**src/rtl/cdb_pkg.sv**
```systemverilog
// Shared types and default widths for the common-data-bus arbiter slice.
// Optional build macro used by this slice: CDB_ARB_LSU_PRIORITY_EN.
package cdb_pkg;

    // Widths shared with the ROB and physical register file.
    localparam int ROB_SIZE_WIDTH         = 5;
    localparam int PHYSICAL_REG_NUM_WIDTH = 6;

    // Default CDB configuration: ALU0, ALU1, LSU (LSU is always the last index).
    localparam int CDB_NUM_SRC    = 3;
    localparam int CDB_DATA_W     = 32;
    localparam int CDB_FIFO_DEPTH = 2;

    // One completed result as buffered and broadcast.
    typedef struct packed {
        logic [ROB_SIZE_WIDTH-1:0]         tag;
        logic [PHYSICAL_REG_NUM_WIDTH-1:0] reg_dst;
        logic                              reg_wr;
        logic [CDB_DATA_W-1:0]             data;
    } cdb_entry_t;

    // Increment an index modulo n (n need not be a power of two).
    function automatic int unsigned wrap_inc(int unsigned idx, int unsigned n);
        return (idx + 1 >= n) ? 0 : idx + 1;
    endfunction

endpackage

```
**src/rtl/cdb_arbiter_if.sv**
```systemverilog
// Result-source and CDB broadcast bundle for cdb_arbiter.
// master = functional-unit side / bus consumers, slave = arbiter.
interface cdb_arbiter_if
    import cdb_pkg::*;
#(
    parameter int NUM_SRC   = CDB_NUM_SRC,
    parameter int ROB_TAG_W = ROB_SIZE_WIDTH,
    parameter int PREG_W    = PHYSICAL_REG_NUM_WIDTH,
    parameter int DATA_W    = CDB_DATA_W
);
    localparam int SRC_W = (NUM_SRC > 1) ? $clog2(NUM_SRC) : 1;

    // Per-source result push
    logic [NUM_SRC-1:0]           src_valid;
    logic [NUM_SRC-1:0]           src_ready;
    logic [NUM_SRC*ROB_TAG_W-1:0] src_tag;
    logic [NUM_SRC*PREG_W-1:0]    src_reg_dst;
    logic [NUM_SRC-1:0]           src_reg_wr;
    logic [NUM_SRC*DATA_W-1:0]    src_data;

    // Broadcast
    logic                 cdb_valid;
    logic [ROB_TAG_W-1:0] cdb_tag;
    logic [PREG_W-1:0]    cdb_reg_dst;
    logic                 cdb_reg_wr;
    logic [DATA_W-1:0]    cdb_data;
    logic [SRC_W-1:0]     cdb_src;

    modport master (
        output src_valid, src_tag, src_reg_dst, src_reg_wr, src_data,
        input  src_ready,
        input  cdb_valid, cdb_tag, cdb_reg_dst, cdb_reg_wr, cdb_data, cdb_src
    );

    modport slave (
        input  src_valid, src_tag, src_reg_dst, src_reg_wr, src_data,
        output src_ready,
        output cdb_valid, cdb_tag, cdb_reg_dst, cdb_reg_wr, cdb_data, cdb_src
    );

endinterface

```
**src/rtl/cdb_src_fifo.sv**
```systemverilog
// Small per-source skid FIFO of cdb_entry_t. Head is read combinationally so
// an entry pushed at one edge can be arbitrated at the very next edge.
module cdb_src_fifo
    import cdb_pkg::*;
#(
    parameter int DEPTH = CDB_FIFO_DEPTH
) (
    input  logic       clk,
    input  logic       reset,
    input  logic       flush,
    input  logic       push,
    input  logic       pop,
    input  cdb_entry_t din,
    output logic       full,
    output logic       empty,
    output cdb_entry_t head
);
    localparam int AW = $clog2(DEPTH);

    cdb_entry_t    mem_reg [DEPTH];
    logic [AW-1:0] rd_ptr_reg;
    logic [AW-1:0] wr_ptr_reg;
    logic [AW:0]   count_reg;
    logic          push_ok;
    logic          pop_ok;

    // Status comes from registered count only: a full FIFO refuses a push even if it pops.
    assign full    = (count_reg == (AW+1)'(DEPTH));
    assign empty   = (count_reg == '0);
    assign push_ok = push && !full;
    assign pop_ok  = pop && !empty;
    assign head    = mem_reg[rd_ptr_reg];

    // Storage write; a write during flush/reset is harmless since wr_ptr does not advance.
    always_ff @(posedge clk) begin
        if (push_ok) begin
            mem_reg[wr_ptr_reg] <= din;
        end
    end

    // Pointer and occupancy bookkeeping; pointers wrap naturally at DEPTH.
    always_ff @(posedge clk) begin
        if (reset || flush) begin
            rd_ptr_reg <= '0;
            wr_ptr_reg <= '0;
            count_reg  <= '0;
        end else begin
            if (push_ok) begin
                wr_ptr_reg <= wr_ptr_reg + 1'b1;
            end
            if (pop_ok) begin
                rd_ptr_reg <= rd_ptr_reg + 1'b1;
            end
            case ({push_ok, pop_ok})
                2'b10:   count_reg <= count_reg + 1'b1;
                2'b01:   count_reg <= count_reg - 1'b1;
                default: count_reg <= count_reg;
            endcase
        end
    end

endmodule

```
**src/rtl/cdb_arbiter.sv**
```systemverilog
// Common data bus arbiter: buffers results from NUM_SRC functional units and
// broadcasts one per cycle, round-robin, on a registered CDB.
// Build macro CDB_ARB_LSU_PRIORITY_EN: the LSU (last source) wins whenever it
// has a result; the other sources round-robin among themselves.
module cdb_arbiter
    import cdb_pkg::*;
#(
    parameter int NUM_SRC    = CDB_NUM_SRC,
    parameter int ROB_TAG_W  = ROB_SIZE_WIDTH,
    parameter int PREG_W     = PHYSICAL_REG_NUM_WIDTH,
    parameter int DATA_W     = CDB_DATA_W,
    parameter int FIFO_DEPTH = CDB_FIFO_DEPTH
) (
    input  logic          clk,
    input  logic          reset,
    input  logic          flush,
    cdb_arbiter_if.slave  bus
);
    localparam int SRC_W = (NUM_SRC > 1) ? $clog2(NUM_SRC) : 1;
`ifdef CDB_ARB_LSU_PRIORITY_EN
    localparam int RR_N = NUM_SRC - 1;
`else
    localparam int RR_N = NUM_SRC;
`endif

    cdb_entry_t         src_entry [NUM_SRC];
    cdb_entry_t         head      [NUM_SRC];
    logic [NUM_SRC-1:0] full;
    logic [NUM_SRC-1:0] empty;
    logic [NUM_SRC-1:0] pop;

    logic               lsu_win;
    logic               grant_valid;
    logic [SRC_W-1:0]   grant_idx;
    logic [SRC_W-1:0]   rr_next;

    logic [SRC_W-1:0]   rr_ptr_reg;
    logic               cdb_valid_reg;
    logic [SRC_W-1:0]   cdb_src_reg;
    cdb_entry_t         cdb_entry_reg;

    assign bus.src_ready = ~full;

    generate
        for (genvar gi = 0; gi < NUM_SRC; gi++) begin : g_src
            assign src_entry[gi] = '{
                tag:     bus.src_tag[gi*ROB_TAG_W +: ROB_TAG_W],
                reg_dst: bus.src_reg_dst[gi*PREG_W +: PREG_W],
                reg_wr:  bus.src_reg_wr[gi],
                data:    bus.src_data[gi*DATA_W +: DATA_W]
            };
            assign pop[gi] = grant_valid && (grant_idx == SRC_W'(gi));

            cdb_src_fifo #(
                .DEPTH (FIFO_DEPTH)
            ) u_fifo (
                .clk   (clk),
                .reset (reset),
                .flush (flush),
                .push  (bus.src_valid[gi]),
                .pop   (pop[gi]),
                .din   (src_entry[gi]),
                .full  (full[gi]),
                .empty (empty[gi]),
                .head  (head[gi])
            );
        end
    endgenerate

`ifdef CDB_ARB_LSU_PRIORITY_EN
    assign lsu_win = !empty[NUM_SRC-1] && !flush;
`else
    assign lsu_win = 1'b0;
`endif

    // Pick the winner: LSU override (if built in), else first non-empty head from rr_ptr upward.
    always_comb begin
        int               idx;
        logic [SRC_W-1:0] cand;
        grant_valid = 1'b0;
        grant_idx   = '0;
        idx         = 0;
        cand        = '0;
        if (lsu_win) begin
            grant_valid = 1'b1;
            grant_idx   = SRC_W'(NUM_SRC - 1);
        end else begin
            for (int k = 0; k < RR_N; k++) begin
                idx = int'(rr_ptr_reg) + k;
                if (idx >= RR_N) begin
                    idx = idx - RR_N;
                end
                cand = SRC_W'(idx);
                if (!grant_valid && !empty[cand]) begin
                    grant_valid = 1'b1;
                    grant_idx   = cand;
                end
            end
        end
        // A flush cycle neither broadcasts nor moves the pointer.
        if (flush) begin
            grant_valid = 1'b0;
        end
        rr_next = SRC_W'(wrap_inc(32'(grant_idx), RR_N));
    end

    // Registered CDB broadcast and round-robin pointer update.
    always_ff @(posedge clk) begin
        if (reset) begin
            rr_ptr_reg    <= '0;
            cdb_valid_reg <= 1'b0;
            cdb_src_reg   <= '0;
            cdb_entry_reg <= '0;
        end else begin
            cdb_valid_reg <= grant_valid;
            if (grant_valid) begin
                cdb_entry_reg <= head[grant_idx];
                cdb_src_reg   <= grant_idx;
                if (!lsu_win) begin
                    rr_ptr_reg <= rr_next;
                end
            end
        end
    end

    assign bus.cdb_valid   = cdb_valid_reg;
    assign bus.cdb_tag     = cdb_entry_reg.tag;
    assign bus.cdb_reg_dst = cdb_entry_reg.reg_dst;
    assign bus.cdb_reg_wr  = cdb_entry_reg.reg_wr;
    assign bus.cdb_data    = cdb_entry_reg.data;
    assign bus.cdb_src     = cdb_src_reg;

endmodule

```
**src/flat_wrapper.sv**
```systemverilog
// flat-port wrapper written by rule: the top's interface ports become plain ports
module cdb_arbiter_flat import cdb_pkg::*;
#(
    parameter int NUM_SRC    = CDB_NUM_SRC,
    parameter int ROB_TAG_W  = ROB_SIZE_WIDTH,
    parameter int PREG_W     = PHYSICAL_REG_NUM_WIDTH,
    parameter int DATA_W     = CDB_DATA_W,
    parameter int FIFO_DEPTH = CDB_FIFO_DEPTH
)
  (clk, reset, flush, bus_src_valid, bus_src_tag, bus_src_reg_dst, bus_src_reg_wr, bus_src_data, bus_src_ready, bus_cdb_valid, bus_cdb_tag, bus_cdb_reg_dst, bus_cdb_reg_wr, bus_cdb_data, bus_cdb_src);
  cdb_arbiter_if #(.NUM_SRC(NUM_SRC), .ROB_TAG_W(ROB_TAG_W), .PREG_W(PREG_W), .DATA_W(DATA_W)) bus_i ();
  input  logic clk;
  input  logic reset;
  input  logic flush;
  input wire logic [$bits(bus_i.src_valid)-1:0] bus_src_valid;
  input wire logic [$bits(bus_i.src_tag)-1:0] bus_src_tag;
  input wire logic [$bits(bus_i.src_reg_dst)-1:0] bus_src_reg_dst;
  input wire logic [$bits(bus_i.src_reg_wr)-1:0] bus_src_reg_wr;
  input wire logic [$bits(bus_i.src_data)-1:0] bus_src_data;
  output wire logic [$bits(bus_i.src_ready)-1:0] bus_src_ready;
  output wire logic [$bits(bus_i.cdb_valid)-1:0] bus_cdb_valid;
  output wire logic [$bits(bus_i.cdb_tag)-1:0] bus_cdb_tag;
  output wire logic [$bits(bus_i.cdb_reg_dst)-1:0] bus_cdb_reg_dst;
  output wire logic [$bits(bus_i.cdb_reg_wr)-1:0] bus_cdb_reg_wr;
  output wire logic [$bits(bus_i.cdb_data)-1:0] bus_cdb_data;
  output wire logic [$bits(bus_i.cdb_src)-1:0] bus_cdb_src;
  assign bus_i.src_valid = bus_src_valid;
  assign bus_i.src_tag = bus_src_tag;
  assign bus_i.src_reg_dst = bus_src_reg_dst;
  assign bus_i.src_reg_wr = bus_src_reg_wr;
  assign bus_i.src_data = bus_src_data;
  assign bus_src_ready = bus_i.src_ready;
  assign bus_cdb_valid = bus_i.cdb_valid;
  assign bus_cdb_tag = bus_i.cdb_tag;
  assign bus_cdb_reg_dst = bus_i.cdb_reg_dst;
  assign bus_cdb_reg_wr = bus_i.cdb_reg_wr;
  assign bus_cdb_data = bus_i.cdb_data;
  assign bus_cdb_src = bus_i.cdb_src;
  cdb_arbiter #(.NUM_SRC(NUM_SRC), .ROB_TAG_W(ROB_TAG_W), .PREG_W(PREG_W), .DATA_W(DATA_W), .FIFO_DEPTH(FIFO_DEPTH)) u_core (.clk(clk), .reset(reset), .flush(flush), .bus(bus_i));
endmodule
```
**config.mk**
```make
export PLATFORM = sky130hd
export DESIGN_NAME = cdb_arbiter_flat
export DESIGN_NICKNAME = d
export VERILOG_FILES = /design/src/rtl/cdb_pkg.sv /design/src/rtl/cdb_arbiter_if.sv /design/src/rtl/cdb_src_fifo.sv /design/src/rtl/cdb_arbiter.sv /design/src/flat_wrapper.sv
export SDC_FILE = /design/constraint.sdc
export NUM_CORES = 1
export LEC_CHECK = 0
export CORE_UTILIZATION = 50
export DETAILED_ROUTE_END_ITERATION = 7
export GPL_TIMING_DRIVEN = 0
export PLACE_DENSITY = 0.74
export SYNTH_ARGS = -nofsm -noshare
export SYNTH_HDL_FRONTEND = slang
export SYNTH_SLANG_ARGS = --single-unit
```
**constraint.sdc**
```tcl
create_clock -name clk -period 3.9 [get_ports clk]
set_clock_uncertainty 0.2 [all_clocks]
set_input_delay 0.39 -clock clk [delete_from_list [all_inputs] [get_ports clk]]
set_output_delay 0.39 -clock clk [all_outputs]
set_load 0.05 [all_outputs]
```
Yosys cells after proc, flatten, opt, wreduce, memory -nomap -nowiden
Memory sizes are Yosys's and may differ from the RTL's. A register that Yosys moved wholly into a read port is not among the register bits. Cells that the tools add are included.

$add $sub $neg: 18. Bitwise logic cells: 2. Reductions and logical operators: 28. Eq/ne operators: 11. Mux-type cells: 35. Magnitude comparators: 8.

Operators with widths (number): $bmux W44 S2 (1); $mux W44 (2); $mux W1 (19); $eq A2 B2 Y1 const B (7); $mux W2 (7); $pmux W2 S2 (3); $logic_and A1 B1 Y1 (11); $sub A2 B1 Y2 const B (5); $ge A3 B2 Y1 const B (3); $logic_not A1 Y1 (9); $lt A2 B3 Y1 const B (3); $eq A2 B1 Y1 const B (4); $logic_not A2 Y1 (4); $add A1 B1 Y1 const B (6); $add A2 B1 Y2 const B (3); $add A2 B1 Y3 const B (2); $bmux W1 S2 (3); $reduce_bool A2 Y1 (3); $add A2 B2 Y3 const B (1); $ge A3 B3 Y1 const B (1); $not A2 Y3 (1); $not A3 Y3 (1); $ge A2 B2 Y1 const B (1); $sub A2 B2 Y2 const B (1); $logic_or A1 B1 Y1 (1).

Input port bits: 138. Logic and storage cells: 121. Memories: 3. Output and inout port bits: 50. RAM bits: 264. Flip-flop bits (word level): 61.

Memories: u_core.g_src[0].u_fifo.mem_reg (words 2, width 44, rd ports 1, clocked after Yosys merged registers in 1, wr ports 1, RTL line cdb_src_fifo.sv:20) `cdb_entry_t mem_reg [DEPTH];`; u_core.g_src[1].u_fifo.mem_reg (words 2, width 44, rd ports 1, clocked after Yosys merged registers in 1, wr ports 1, RTL line cdb_src_fifo.sv:20); u_core.g_src[2].u_fifo.mem_reg (words 2, width 44, rd ports 1, clocked after Yosys merged registers in 1, wr ports 1, RTL line cdb_src_fifo.sv:20).

Logic depth before layout (Yosys ltp)
Word-level depth: 16. Mapped depth: 15.

Cells and area by module
From an unflattened synthesis, not the netlist that was laid out.

Cell total of the unflattened synthesis: 752. Area total of the unflattened synthesis: 12715.9 um^2.

Modules (own cells, without submodules): cdb_src_fifo (area each 3393.3 um^2, cells each 164, instances 3); cdb_arbiter (area each 2536.2 um^2, cells each 260, instances 1).

Worst setup path after synthesis
Ideal clock, no wire load.

Path kind: reg2reg. Start: register u_core.g_src[1].u_fifo.count_reg[0]. End: memory u_core.g_src[1].u_fifo.mem_reg[0][0] (netlist bit) (enable). Slack: 302 ps. Setup time: 446 ps. Buffers on the path: 0. Data required time: 3254 ps. Arrival time: 2952 ps. Cell stages (with the launch flop): 4. Cells stage by stage: dfxtp_1 nand2b_1 nand2_1 nor2_1.

Word-level cells in the longest chain between the ends: 5.

RTL lines: from (decl) (RTL line cdb_src_fifo.sv:23) `logic [AW:0] count_reg;`; from (signal assigned) (RTL line cdb_src_fifo.sv:55) `2'b10: count_reg <= count_reg + 1'b1;`; from (signal assigned) (RTL line cdb_src_fifo.sv:56) `2'b01: count_reg <= count_reg - 1'b1;`; from (signal assigned) (RTL line cdb_src_fifo.sv:57) `default: count_reg <= count_reg;`; $eq A2 B2 Y1 (RTL line cdb_src_fifo.sv:28) `assign full = (count_reg == (AW+1)'(DEPTH));`; $logic_not A1 Y1 (RTL line cdb_src_fifo.sv:30) `assign push_ok = push && !full;`; $logic_and A1 B1 Y1 (RTL line cdb_src_fifo.sv:30); $mux W1 (RTL line cdb_src_fifo.sv:36) `if (push_ok) begin`; $mux W1 (not written as such) (RTL line cdb_src_fifo.sv:37) `mem_reg[wr_ptr_reg] <= din;`; to (decl) (RTL line cdb_src_fifo.sv:20).

Every way passes these cells.

Worst setup path in the final report
Start: register u_core.rr_ptr_reg[0]. End: register u_core.g_src[0].u_fifo.count_reg[1].

Word-level cells in the longest chain between the ends: 16. Elaborated cells on any way between the ends: 36.

RTL lines: from (decl) (RTL line cdb_arbiter.sv:37) `logic [SRC_W-1:0] rr_ptr_reg;`; from (signal assigned) (RTL line cdb_arbiter.sv:120) `rr_ptr_reg <= rr_next;`; $add A2 B1 Y3 (RTL line cdb_arbiter.sv:89) `idx = int'(rr_ptr_reg) + k;`; $ge A3 B2 Y1 / $sub A2 B1 Y2 (equally long branches) (RTL line cdb_arbiter.sv:90, cdb_arbiter.sv:91); $mux W2 (RTL line cdb_arbiter.sv:90) `if (idx >= RR_N) begin`; $bmux W1 S2 (RTL line cdb_arbiter.sv:94) `if (!grant_valid && !empty[cand]) begin`; $mux W1 (not written as such) (RTL line cdb_arbiter.sv:94); $logic_not A1 Y1 (RTL line cdb_arbiter.sv:94); $logic_and A1 B1 Y1 (RTL line cdb_arbiter.sv:94); $mux W1 (RTL line cdb_arbiter.sv:94); $logic_not A1 Y1 (RTL line cdb_arbiter.sv:94); $logic_and A1 B1 Y1 (RTL line cdb_arbiter.sv:94); $mux W1 / $mux W2 (equally long branches) (RTL line cdb_arbiter.sv:94); $mux W1 / $logic_not A2 Y1 (equally long branches) (RTL line cdb_arbiter.sv:101, cdb_arbiter.sv:52); $logic_and A1 B1 Y1 * (RTL line cdb_arbiter.sv:52) `assign pop[gi] = grant_valid && (grant_idx == SRC_W'(gi));`; $logic_and A1 B1 Y1 * (RTL line cdb_src_fifo.sv:31) `assign pop_ok = pop && !empty;`; named net u_core.g_src[0].u_fifo.pop_ok (RTL line cdb_src_fifo.sv:25) `logic pop_ok;`; $eq A2 B1 Y1 / $eq A2 B2 Y1 (equally long branches) (RTL line cdb_src_fifo.sv:54) `case ({push_ok, pop_ok})`; $pmux W2 S2 / $reduce_bool A2 Y1 (equally long branches); to (signal assigned) (RTL line cdb_src_fifo.sv:55); to (signal assigned) (RTL line cdb_src_fifo.sv:56); to (signal assigned) (RTL line cdb_src_fifo.sv:57); to (decl) (RTL line cdb_src_fifo.sv:23).

Mark *: on every way through the listed nets, which the timed path passes. The rest lies on a longest branch. The select of a mux whose other input is x is not followed. A chain may end at the register's enable or synchronous reset.

==> metrics.md <==
| Metric | Value |
|---|---|
| Comb pwr share | 34.2% |
| Initial DRT Pass Iterations | 5 |
| Post-place setup slack | 0.535 ns |
| Post-CTS setup buffer count | 0 |
| Max rail drop VDD | 0.376 mV |
| Peak Freq | 291 MHz |
| Min-delay src | bus_src_tag[4] |
| Min Tclk post-route | 3.44 ns |
| Die Wd | 163 um |
| Clock Latency Late Sink | 0.50 ns |
| Clock slew at reported path FFs | 0.06 ns |
| Final Hold Viols | 0 |
| I/O pin count | 188 |
| CP Launch Type | flip-flop |
| Crit Path Category | flip-flop to flip-flop |
| GRT overflow | 0 |
| Vias in the first global route | 8043 |
| Hold Path End | u_core.g_src[0].u_fifo.mem_reg[1][43] |
| Pwr per Cell Area | 698 nW/um^2 |
| DR vias | 7895 |
| Switch share | 34.7% |
| Main synth FF type | edfxtp_1 |
| Detailed Route Iter0 Violations | 711 |
| Reg2Reg Depth | 11 |
| Final worst slack | 0.463 ns |
| TritonCTS clock tree | done |
| Lkg Pwr | 5.39 nW |
| Initial antenna violation count | 0 |
| Area grow syn2layout | 27.3% |
| Final Max Tran Viols | 0 |
| Die area | 26500 um^2 |
| Via density | 5.56 |
| Synth async-reset ratio | 0% |
| Final Cycle Share | 88.1% |
| Hold Path Class | input port to flip-flop |
| H-tree levels | 2 |
| Unrepaired setup endpoints after global routing | no |
| HPWL after DPL | 20.5 mm |
| Worst reg2reg setup slack | 0.46 ns |
| Drt wl/cell | 20.7 um |
| Synthesized instance count | 837 |
| Reg power frac | 38.3% |
| First-pass GRT wire length | 44.5 mm |
| Crit path arrival time | 3.66 ns |
| Core Area | 25300 um^2 |
| Max clock buf depth | 3 |
| Commonest non-fill, non-tap cell in the layout | edfxtp_1 |
| Fillers | 1840 |
| Yosys warnings | 0 |
| Highest-count cells in the layout ignoring fill and taps | 264 x edfxtp_1, 187 x clkdlybuf4s50_1, 88 x mux2_2 |
| Avg Cell Area, Syn | 15.4 um^2 |
| Post-Syn Nets | 980 |
| Worst Tran Pin Value | 0.881 ns |
| Post-DP Area | 15400 um^2 |
| Crit end category | flip-flop |
| Clk sink count | 328 |
| Residual DRC | 0 |
| Largest net degree at the start of global routing | 24 |
| Initial cell density of the core | 51.2% |
| Port bufs | 187 |
| Clock power frac | 27.5% |
| Gr usage total | 22.5% |
| Status | complete, no violations |
| Routed WL | 29.4 mm |
| #FFs+latches synth | 328 |
| # resized after CTS | 0 |
| Placer Congestion | 0.783 |
| Cts bufs inserted | 34 |
| Post-synth EDFFs | 264 |
| Seq/Total Area, Yosys | 71.2% |
| CTS Root Cell | clkbuf_16 |
| Setup-failing EPs final | 0 |
| Design Area, Final | 16500 um^2 |
| P_int | 7.50 mW |
| Peak fanout along the critical path | 10 |
| RR Endpoint | u_core.g_src[0].u_fifo.count_reg[1] |
| Post-route non-filler standard cell count | 1421 |
| Critical path required time | 4.12 ns |
| Cts hold-fix bufs | 0 |
| Max FFs per register | 264 |
| Total power | 11.5 mW |
| Slew headroom | 41.3% |
| Synth cell types | 37 |
| Placed cell count | 1360 |
| Ratio of cells with drive above 1 in the final layout | 18.3% |
| Worst R2R Start | u_core.rr_ptr_reg[0] |
| MaxCap Viol Count | 0 |
| ANT cells | 0 |
| Cell Area, Synth | 12900 um^2 |
| # nets final | 1209 |
| Hold Path Cell Cnt | 1 |
| Net Sw Power | 3.98 mW |
| Row count | 58 |
| Die height | 163 um |
| Post-route ant nets | 0 |
-- Yosys cell counts (all sizes together) (3+ instances only) --
cell type  instances  area (um^2)
nor4               3         18.8
a21oi              7         35.0
buf               22          179
xnor2              3         26.3
xor2               6         52.6
and3               3         18.8
a311oi            45          394
dfxtp             64         1280
ha                 5         62.6
nand2b             5         31.3
nand2             51          191
o211ai            44          420
nand3             47          240
mux2              88          991
a211oi             3         35.0
nor2              65          244
or3                4         25.0
o21ai             10         50.1
clkbuf            34          128
inv                6         22.5
or2                3         18.8
mux2i             44          440
edfxtp           264         7930
-- worst max-delay path, cell delays in order (launching register included) --
cell and delay, ns:
dfxtp_1 0.36, inv_1 0.05, ha_1 0.38, nor2_1 0.20, nor3_1 0.07, a21oi_1 0.71
buf_2 0.37, nand3_1 0.13, inv_1 0.14, ha_1 0.28, or3_1 0.35, a21oi_1 0.13
-- per-stage QoR --
| stage | util (%) | hold WS (ns) | setup TNS, ns |
|---|---|---|---|
| 3_5_place_dp | 60.8 | 0.272 | 0 |
| 4_1_cts | 65.2 | 0.249 | 0 |
| 3_3_place_gp | 60.2 | 0.261 | -123.06 |
| 2_1_floorplan | - | 0.252 | 0 |
| 5_1_grt | 65.2 | 0.253 | 0 |
| 6_report | 65.2 | 0.264 | 0 |
-- cells by family after synthesis --
family                   synth area share (%)
AO/OA/AOI/OAI                            7.52
XOR/XNOR                                0.610
adder cells (fa/ha/maj)                 0.484
multiplexers                             11.1
AND/OR/NAND/NOR                          6.51
buffers and inverters                    2.55
flip-flops                               71.2
-- power by group through the flow --
stage	clock, mW	combinational [mW]	sequential, mW
after global routing	3.34	4.20	4.43
final	3.16	3.92	4.40
after floorplan	0	1.95	5.10
after CTS	3.20	3.93	4.40
after global placement	0	3.82	4.47
after detailed placement	0	3.91	4.47
-- worst max-delay path by stage --
stage	from	endpoint	slack [ns]	cells past startpoint
after floorplan	u_core.g_src[1].u_fifo.count_reg[0]	u_core.g_src[1].u_fifo.mem_reg[0][0]	0.30	3
after global placement	bus_src_valid[0]	u_core.g_src[0].u_fifo.mem_reg[0][28]	-1.02	3
after detailed placement	u_core.rr_ptr_reg[0]	u_core.g_src[2].u_fifo.count_reg[1]	0.53	8
after CTS	u_core.rr_ptr_reg[0]	u_core.g_src[2].u_fifo.count_reg[1]	0.50	8
after global routing	u_core.rr_ptr_reg[0]	u_core.g_src[0].u_fifo.count_reg[1]	0.34	11
final	u_core.rr_ptr_reg[0]	u_core.g_src[0].u_fifo.count_reg[1]	0.46	11
-- layer usage --
layer | part of all wire, % | track usage [%]
met1 | 42 | 30.5
met2 | 50 | 37.7
met3 | 6.5 | 3.11
met4 | 1.5 | 6.50
met5 | 0 | 0
-- layout make-up --
cell class / count / area [um^2] / area share [%]
well taps: 330 / 413 / 2.51
clock buffers: 46 / 977 / 5.94
repair buffers: 193 / 1990 / 12.1
plain buffers: 56 / 307 / 1.86
multi-input cells: 447 / 3410 / 20.7
flip-flops and latches: 328 / 9210 / 56.0
inverters: 6 / 22.5 / 0.137
clock inverters: 15 / 123 / 0.745
No activity file was read; power rests on OpenSTA's default activity.
